$ cat src/rtl/fxp_pkg.sv
// Fixed-point constants, FSM state type and the shift+clamp helper shared by the MAC-based layers.
// Pure declarations: no latency and no flow control apply here.
package fxp_pkg;

  localparam int QN       = 6;
  localparam int QM       = 11;
  localparam int BITWIDTH = QN + QM + 1;
  localparam int ACC_W    = 2 * BITWIDTH + 1;

  localparam logic signed [ACC_W-1:0] SAT_MAX = $signed((ACC_W'(1) << (BITWIDTH-1)) - ACC_W'(1));
  localparam logic signed [ACC_W-1:0] SAT_MIN = $signed(-(ACC_W'(1) << (BITWIDTH-1)));

  typedef enum logic {
    MAC  = 1'b0,
    DONE = 1'b1
  } prodState_t;

  // Floor-scale the accumulator back to Q(QN).(QM), then clamp to the representable range.
  function automatic logic [BITWIDTH-1:0] fxp_sat(input logic signed [ACC_W-1:0] acc);
    logic signed [ACC_W-1:0] shifted;
    shifted = acc >>> QM;
    if (shifted > SAT_MAX) begin
      return SAT_MAX[BITWIDTH-1:0];
    end else if (shifted < SAT_MIN) begin
      return SAT_MIN[BITWIDTH-1:0];
    end
    return shifted[BITWIDTH-1:0];
  endfunction

endpackage

$ cat src/rtl/fxp_mac.sv
// Signed multiply-accumulate register; adds a*b on every enabled edge, cleared by reset.
// One-cycle update latency; no backpressure, the caller gates with macEn.
module fxp_mac
  import fxp_pkg::*;
(
  input  logic                       clock,
  input  logic                       reset,
  input  logic                       macEn,
  input  logic signed [BITWIDTH-1:0] opA,
  input  logic signed [BITWIDTH-1:0] opB,
  output logic signed [ACC_W-1:0]    acc
);

  logic signed [2*BITWIDTH-1:0] prod;
  logic        [ACC_W-1:0]      prodExt;

  assign prod    = opA * opB;
  assign prodExt = {{(ACC_W - 2*BITWIDTH){prod[2*BITWIDTH-1]}}, prod};

  always_ff @(posedge clock or negedge reset) begin
    if (!reset) begin
      acc <= '0;
    end else if (macEn) begin
      acc <= acc + $signed(prodExt);
    end
  end

endmodule

$ cat src/rtl/array_prod.sv
// Sequential signed dot product of two packed vectors, one MAC per clock, sticky dataReady.
// dataReady rises NUM_ELEM+1 edges after reset release; no backpressure, inputs held until done.
module array_prod
  import fxp_pkg::*;
#(
  parameter int NUM_ELEM = 8,
  parameter int VEC_W    = NUM_ELEM * BITWIDTH,
  parameter int IDX_W    = $clog2(NUM_ELEM)
) (
  input  logic                clock,
  input  logic                reset,
  input  logic [VEC_W-1:0]    vecA,
  input  logic [VEC_W-1:0]    vecB,
  output logic                dataReady,
  output logic [BITWIDTH-1:0] result
);

  prodState_t               state;
  prodState_t               nextState;
  logic [IDX_W-1:0]         idx;
  logic                     macEn;
  logic                     loadResult;
  logic signed [BITWIDTH-1:0] elemA;
  logic signed [BITWIDTH-1:0] elemB;
  logic signed [ACC_W-1:0]  acc;

  assign elemA = $signed(vecA[idx*BITWIDTH +: BITWIDTH]);
  assign elemB = $signed(vecB[idx*BITWIDTH +: BITWIDTH]);

  always_ff @(posedge clock or negedge reset) begin
    if (!reset) begin
      state <= MAC;
    end else begin
      state <= nextState;
    end
  end

  always_comb begin
    nextState  = state;
    macEn      = 1'b0;
    loadResult = 1'b0;
    case (state)
      MAC: begin
        macEn = 1'b1;
        if (idx == IDX_W'(NUM_ELEM - 1)) begin
          nextState = DONE;
        end
      end
      DONE: begin
        // Only the first DONE edge captures; later edges leave everything frozen.
        loadResult = !dataReady;
      end
      default: nextState = MAC;
    endcase
  end

  always_ff @(posedge clock or negedge reset) begin
    if (!reset) begin
      idx <= '0;
    end else if (macEn) begin
      idx <= idx + IDX_W'(1);
    end
  end

  fxp_mac uMac (
    .clock (clock),
    .reset (reset),
    .macEn (macEn),
    .opA   (elemA),
    .opB   (elemB),
    .acc   (acc)
  );

  always_ff @(posedge clock or negedge reset) begin
    if (!reset) begin
      result    <= '0;
      dataReady <= 1'b0;
    end else if (loadResult) begin
      result    <= fxp_sat(acc);
      dataReady <= 1'b1;
    end
  end

endmodule

$ cat config.mk
export PLATFORM = sky130hd
export DESIGN_NAME = array_prod
export DESIGN_NICKNAME = d
export VERILOG_FILES = /design/src/rtl/fxp_pkg.sv /design/src/rtl/fxp_mac.sv /design/src/rtl/array_prod.sv
export SDC_FILE = /design/constraint.sdc
export NUM_CORES = 1
export LEC_CHECK = 0
export CAP_MARGIN = 15
export CORE_MARGIN = 2
export CORE_UTILIZATION = 56
export DETAILED_ROUTE_END_ITERATION = 10
export GPL_ROUTABILITY_DRIVEN = 0
export PLACE_DENSITY = 0.86
export SLEW_MARGIN = 10
export SYNTH_ARGS = -nofsm -noshare
export SYNTH_HDL_FRONTEND = slang
export SYNTH_SLANG_ARGS = --single-unit
$ cat constraint.sdc
create_clock -name clock -period 10.5 [get_ports clock]
set_clock_uncertainty 0.05 [all_clocks]
set_input_delay 1.575 -clock clock [delete_from_list [all_inputs] [get_ports clock]]
set_output_delay 1.575 -clock clock [all_outputs]
set_load 0.02 [all_outputs]
# Yosys cells after proc, flatten, opt, wreduce, memory -nomap -nowiden
# Cells that the tools add are included.
# Widths: inputs -> output; s select.
# totals
regBits,60
output_inout_bits,19
# classes
addsub,2
mul,2
magnitude_cmp,2
n_eq_ne,1
shifts,2
n_mux,9
n_reduce_logical,1
# op_table
op,count
$shiftx 144x9->18,2
$mux 18,3
$add 37x36->37,1
$mul 18x18->36,1
$gt 26x18->1 const B,1
$lt 26x18->1 const B,1
$mul 3x4->7 const B,1
$mux 1,6
$add 3x1->3 const B,1
$eq 3x3->1 const B,1
$logic_not 1->1,1

# Logic depth before layout (Yosys ltp)
# Gate-level depths: netlist (run 1).
# depth
ltp_word,5
mapped_depth,29

# Cells and area by module
# From an unflattened synthesis (run 1), not the netlist that was laid out.
# hier_totals
hier_cells,1797
hier_area_um2,18167.4
# by_module_without_submodules
module,n_inst,cells_per_inst,area_each_um2
fxp_mac,1,1567,14779.2
array_prod,1,230,3388.2

# Worst setup path before layout (run 1)
# Ideal clock, no wire load.
# synth_timing
path_kind,in2reg
start,in vecA[143]
end,reg uMac.acc[35]
arrival_time_ps,8249
setup_slack_ps,2068
cell_stages,25
path_buffers,1
cell_sequence,mux4_2 mux2_2 clkbuf_1 nand2b_1 fa_1 inv_1 fa_1 inv_1 fa_1 inv_1 fa_1 fa_1 inv_1 fa_1 inv_1 ha_1 ha_1 a21o_1 a21o_1 a21o_1 a2111oi_0 a31oi_1 a31oi_1 xor2_1 o21ai_1
# synth_between
elab_chain_cells,3
# synth_rtl
element,line_no,rtl
"start, declared",array_prod.sv:12,"input logic [VEC_W-1:0] vecA,"
$shiftx 144x9->18,array_prod.sv:27,assign elemA = $signed(vecA[idx*BITWIDTH +: BITWIDTH]);
$mul 18x18->36,fxp_mac.sv:17,assign prod = opA * opB;
$add 37x36->37,fxp_mac.sv:24,acc <= acc + $signed(prodExt);
"end signal, assigned",fxp_mac.sv:24,
"end, declared",fxp_mac.sv:11,output logic signed [ACC_W-1:0] acc
# Every way passes these cells.
# A chain may end at the register's enable or synchronous reset.

# Worst setup path after layout (run 1)
# layout_timing
start,in vecB[38]
end,reg uMac.acc[35]
# layout_between
elab_chain_cells,3
# layout_rtl
element,line_no,rtl
"start, declared",array_prod.sv:13,"input logic [VEC_W-1:0] vecB,"
$shiftx 144x9->18,array_prod.sv:28,assign elemB = $signed(vecB[idx*BITWIDTH +: BITWIDTH]);
$mul 18x18->36,fxp_mac.sv:17,
$add 37x36->37,fxp_mac.sv:24,
# Every way passes these cells.

==> impl_metrics.toml, run 1 <==
[yosys]
yosys_register_bits = 60
synth_commonest_cells = "inv_1 (442), fa_1 (369), nor2_1 (208)"
syn_inst = 1821
yosysUniqueCellTypes = 59
synth-main-ff-cell = "dfrtp_1"
synth.area.top_cells = "fa_1 (42%), inv_1 (9.4%), mux4_2 (9.1%), dfrtp_1 (8.5%), ha_1 (8.2%)"
synth-async-reset-ratio_pct = 100
ys_warn_count = 0
synth_fp_nets = 2596
yosysMostFrequentCell = "inv_1"
ys_seq_area_share_pct = 8.47
synthesis.area_um2 = 17700
synth_edf_count = 0
synth.top_cell.area_share_pct = 41.7
synth_top_cell_by_area = "fa_1"
avgSynthCellArea_um2 = 9.74

[cells_and_area]
fillers = 2191
syn_to_final_growth_pct = 21.9
drive_gt1_share_pct = 9.24
nets = 2891

[routing]
drtIter0Drc = 1440
drc_errors = 0
num_vias = 14596
ant_nets = 0
dr.pass1.iters = 6
drt-total-wl_mm = 54.3
routedWlPerCell_um = 21.5
via_per_inst = 5.78

[floorplanning]
pin_count = 309
die_area_um2 = 33100
core-area_um2 = 31400
row_count = 65
die_height_um = 182
dieWidth_um = 182
start_util_pct = 56.5

[sta]
fin_crit_sh_pct = 88.3
worst_slew_margin_rel_pct = 27.7
hold_violations = 0
fin_tns_setup_ns = 0
setup_viol = 0
hold_ws_ns = 0.439
tightest_slew_ns = 1.05
fmax_mhz = 108
rsz0062_at_grt = "no"
post-route-min-period_ns = 9.28
maxSlewViolCount = 0

[setup_path]
path_class = "in -> reg"
cp-end-kind = "register"
critical_path_required_ns = 10.66
setup.worst_path.start_class = "input port"
cp-startpoint = "vecB[38]"
crit_path_max_fanout = 18
r2r-start = "idx[1]$_DFFE_PN0N_"
worst_ep_arrival_time_ns = 9.44

[clock_network]
cts_buffer_depth = 2
cts_tree = "built"
clk_pin_slew_ns = 0.06
htree_levels = 3
cts_resized = 0
cts_buffers = 9
cts_sinks = 60
post_cts_buffers = 0
hold_buffers = 0
cts_root_buffer = "clkbuf_16"
insertion_delay_ns = 0.35

[job]
maxCapViolations = 0

[worst_hold_path]
hp-start = "uMac.acc[10]$_DFFE_PN0N_"
holdCritPathClass = "reg -> reg"

[grt]
grt_overflow = 0
antenna_found_initial = 5
grt_pass1_vias = 16190
grt_pass1_wl_mm = 87.3
grt_max_degree = 61
grt_usage_pct = 34.4

[run_status]
status = "completed"

[place]
hpwl_mm = 46.6
portBuffers = 308
-- layout by cell type, fill, tap and decap left out, drive strengths merged, types with 3 or more instances in the layout --
cell | netlist | final
o211ai | 6 | 6
nor2 | 209 | 209
mux2i | 32 | 32
xnor2 | 21 | 21
clkdlybuf4s50 | 1 | 307
a21o | 19 | 19
fa | 369 | 369
a31o | 3 | 3
or2 | 22 | 22
nor3 | 5 | 5
nand2 | 161 | 161
buf | 20 | 39
clkbuf | 41 | 9
o21a | 4 | 4
inv | 443 | 446
a31oi | 6 | 6
dfrtp | 60 | 60
xor2 | 17 | 17
or3 | 3 | 3
nand3 | 9 | 9
ha | 116 | 116
and3 | 7 | 7
o211a | 3 | 3
mux4 | 72 | 72
o31ai | 4 | 4
mux2 | 31 | 31
a211oi | 3 | 3
nand2b | 23 | 23
o21ai | 37 | 37
a21oi | 50 | 50
-- layout make-up --
| type | count | area (um2) | area share (%) |
|---|---|---|---|
| multi-input cells | 1256 | 14300 | 66.1 |
| repair buffers | 346 | 3360 | 15.6 |
| well taps | 402 | 503 | 2.33 |
| clock inverters | 7 | 58.8 | 0.272 |
| diodes | 2 | 5.00 | 0.0231 |
| flip-flops and latches | 60 | 1510 | 6.98 |
| inverters | 443 | 1660 | 7.69 |
| clock buffers | 9 | 225 | 1.04 |
-- worst max-delay path: stages --
cell and delay (ns):
clkdlybuf4s50_1 0.52, mux4_2 0.53, mux2i_1 0.14, buf_4 0.29, or2_2 0.17, fa_1 0.43, inv_1 0.23, fa_1 0.50
inv_1 0.50, fa_1 0.52, inv_1 0.08, fa_1 0.45, fa_1 0.55, inv_1 0.05, fa_1 0.47, inv_1 0.04
ha_1 0.27, ha_1 0.34, a21o_1 0.21, a21o_1 0.18, a21o_1 0.19, a2111oi_0 0.49, a31oi_1 0.23, a31oi_1 0.23
xor2_1 0.16, o21ai_1 0.07
-- per-stage QoR --
| stage | worst slack [ns] | util (%) | cell area [um2] | cells |
|---|---|---|---|---|
| 4_1_cts | 1.25 | 68.9 | 21600 | 2523 |
| 5_1_grt | 0.838 | 68.9 | 21600 | 2525 |
| 2_1_floorplan | 2.07 | - | 17700 | 1821 |
| 6_report | 1.22 | 68.9 | 21600 | 2525 |
| 3_5_place_dp | 0.908 | 68.0 | 21300 | 2507 |
| 3_3_place_gp | 1.24 | 68.0 | 21300 | 2507 |
-- sequential cells by signal (all words and copies together) (netlist names) --
register / count
state: 1
dataReady: 1
idx: 3
uMac.acc: 37
result: 18
-- worst paths after layout --
check / end / slack [ns] / depth (start not counted)
worst min-delay path: uMac.acc[10]$_DFFE_PN0N_ / 0.44 / 2
worst min register to register: uMac.acc[10]$_DFFE_PN0N_ / 0.44 / 2
worst max-delay path: uMac.acc[35]$_DFFE_PN0N_ / 1.22 / 26
max in group asynchronous: idx[0]$_DFFE_PN0N_ / 8.40 / 2
worst max register to register: uMac.acc[35]$_DFFE_PN0N_ / 1.75 / 25
min in group asynchronous: uMac.acc[2]$_DFFE_PN0N_ / 1.34 / 2
-- routing by layer --
layer  vias up  routed length [um]  global-route usage [%]  part of all wire, %
met3       240                5810                    10.1                   11
li1       6199                   -                       -                    -
met2       927               26200                    56.6                   48
met5         -                  45                       0                0.083
met4         6                2780                    15.7                  5.1
met1      7224               19500                    42.2                   36
-- cell families after synthesis --
| family | Yosys count | share of synthesized area, % |
|---|---|---|
| xor gates and xnor gates | 38 | 1.88 |
| DFF | 60 | 8.47 |
| muxes | 135 | 12.9 |
| AOI/OAI and AO/OA | 148 | 5.37 |
| buffers and inverters | 505 | 10.9 |
| and+or+nand+nor | 450 | 10.6 |
| adders and majority gates | 485 | 49.8 |
Power of run 1 is left out: the tool's default activity adds up to more than one toggle a clock period on the data nets, which glitch-free logic cannot reach.
==> run 2, diff against run 1 <==
Settings changed: CAP_MARGIN 15 to 20, MAX_ROUTING_LAYER from default to met4.
==> run 2 against run 1 <==
  * Global-route usage is 1.0 points higher
  * Critical endpoint unchanged
  * First-iteration DRC count is 8.0% lower
  * Largest cell class unchanged
  * Flip-flop and latch count stayed put
  * Design area hardly changed
==> impl_metrics.toml, run 2 (synthesized netlist as in run 1, its figures left out) <==
[run_status]
status = "completed"

[cells_and_area]
largest_register = "uMac.acc"
syn_to_final_growth_pct = 22.0
top_regs = "uMac.acc: 37 flops, result: 18 flops, idx: 3 flops"
drive_gt1_share_pct = 9.28
fillers = 2189
nets = 2892
layout_commonest_cell = "inv_1"
final_cell_mix = "inv_1 (442), fa_1 (369), clkdlybuf4s50_1 (307)"
largest_reg_flops = 37

[floorplanning]
dieWidth_um = 182
start_util_pct = 56.5
die_area_um2 = 33100
row_count = 65
die_height_um = 182
pin_count = 309
core-area_um2 = 31400

[sta]
rsz0062_at_grt = "no"
fin_tns_setup_ns = 0
fin_crit_sh_pct = 88.3
maxSlewViolCount = 0
tightest_slew_ns = 1.01
worst_slew_margin_rel_pct = 30.6
setup_viol = 0
hold_violations = 0
fmax_mhz = 108
post-route-min-period_ns = 9.27

[setup_path]
max_stage_delay_ns = 0.55
setup.worst_path.start_class = "input port"
crit_path_max_fanout = 18
critical_path_required_ns = 10.66
path_class = "in -> reg"
cp-end-kind = "register"
worst_ep_arrival_time_ns = 9.43
critPathMostFrequentCell = "fa_1"
slowest_stage = "fa_1"
critical_path.top_delay_family = "adder cells"
worst-path-buf-inv = 7

[routing]
num_vias = 14661
dr.pass1.iters = 6
routedWlPerCell_um = 21.4
ant_nets = 0
drt-total-wl_mm = 54.2
drtIter0Drc = 1325
via_per_inst = 5.80
drc_errors = 0

[clock_network]
cts_root_buffer = "clkbuf_16"
cts_sinks = 60
cts_resized = 0
cts_buffers = 9
htree_levels = 3
insertion_delay_ns = 0.35
cts_buffer_depth = 2
post_cts_buffers = 0
clk_pin_slew_ns = 0.07
hold_buffers = 0
cts_tree = "built"

[grt]
grt_pass1_vias = 16208
antenna_found_initial = 4
grt_pass1_wl_mm = 87.1
grt_overflow = 0
grt_max_degree = 61
grt_usage_pct = 35.4

[job]
maxCapViolations = 0

[place]
portBuffers = 308
hpwl_mm = 46.6

[worst_hold_path]
holdCritPathClass = "reg -> reg"
run 2: worst register-to-register path, stage by stage, from the launching register on:
cell and delay (ns):
dfrtp_2 0.94, buf_4 0.44, mux4_2 0.37, mux2_2 0.39, nand2b_1 0.21, fa_1 0.45
inv_1 0.23, fa_1 0.50, inv_1 0.49, fa_1 0.52, inv_1 0.08, fa_1 0.45
fa_1 0.55, inv_1 0.05, fa_1 0.47, inv_1 0.04, ha_1 0.26, ha_1 0.34
a21o_1 0.21, a21o_1 0.18, a21o_1 0.19, a2111oi_0 0.50, a31oi_1 0.23, a31oi_1 0.23
xor2_1 0.16, o21ai_1 0.08
run 2: cell type report:
type / count / area [um2] / area share [%]
inverters: 443 / 1660 / 7.68
well taps: 402 / 503 / 2.32
diodes: 4 / 10.0 / 0.0463
multi-input cells: 1256 / 14300 / 66.1
flip-flops and latches: 60 / 1510 / 6.97
clock buffers: 9 / 225 / 1.04
repair buffers: 347 / 3370 / 15.6
clock inverters: 7 / 58.8 / 0.272
run 2: final timing paths:
kind / startpoint / end / slack, ns / depth (start not counted)
max: vecB[38] / uMac.acc[35]$_DFFE_PN0N_ / 1.23 / 26
min: uMac.acc[10]$_DFFE_PN0N_ / uMac.acc[10]$_DFFE_PN0N_ / 0.44 / 2
max reg2reg: idx[1]$_DFFE_PN0N_ / uMac.acc[35]$_DFFE_PN0N_ / 1.74 / 25
min reg2reg: uMac.acc[10]$_DFFE_PN0N_ / uMac.acc[10]$_DFFE_PN0N_ / 0.44 / 2
max in group asynchronous: reset / idx[0]$_DFFE_PN0N_ / 8.40 / 2
min in group asynchronous: reset / uMac.acc[2]$_DFFE_PN0N_ / 1.34 / 2
run 2: layer usage:
layer,part of all wire (%),wire length [um],global-route usage (%)
met1,36,19500,42.7
met2,48,26200,56.4
met3,11,5740,9.27
met4,5.1,2790,16.0
met5,0,0,-
run 2: metrics by stage:
stage               utilization, %  hold slack [ns]  std cells  cell area, um2  worst slack, ns
floorplan                        -            0.400       1821           17700             2.07
global placement              68.0            0.417       2507           21300             1.24
detailed placement            68.0            0.425       2507           21300            0.908
CTS                           68.9            0.440       2523           21600             1.25
global route                  68.9            0.469       2528           21600            0.853
finish                        68.9            0.440       2528           21600             1.23
Power of run 2 is left out for the same reason.
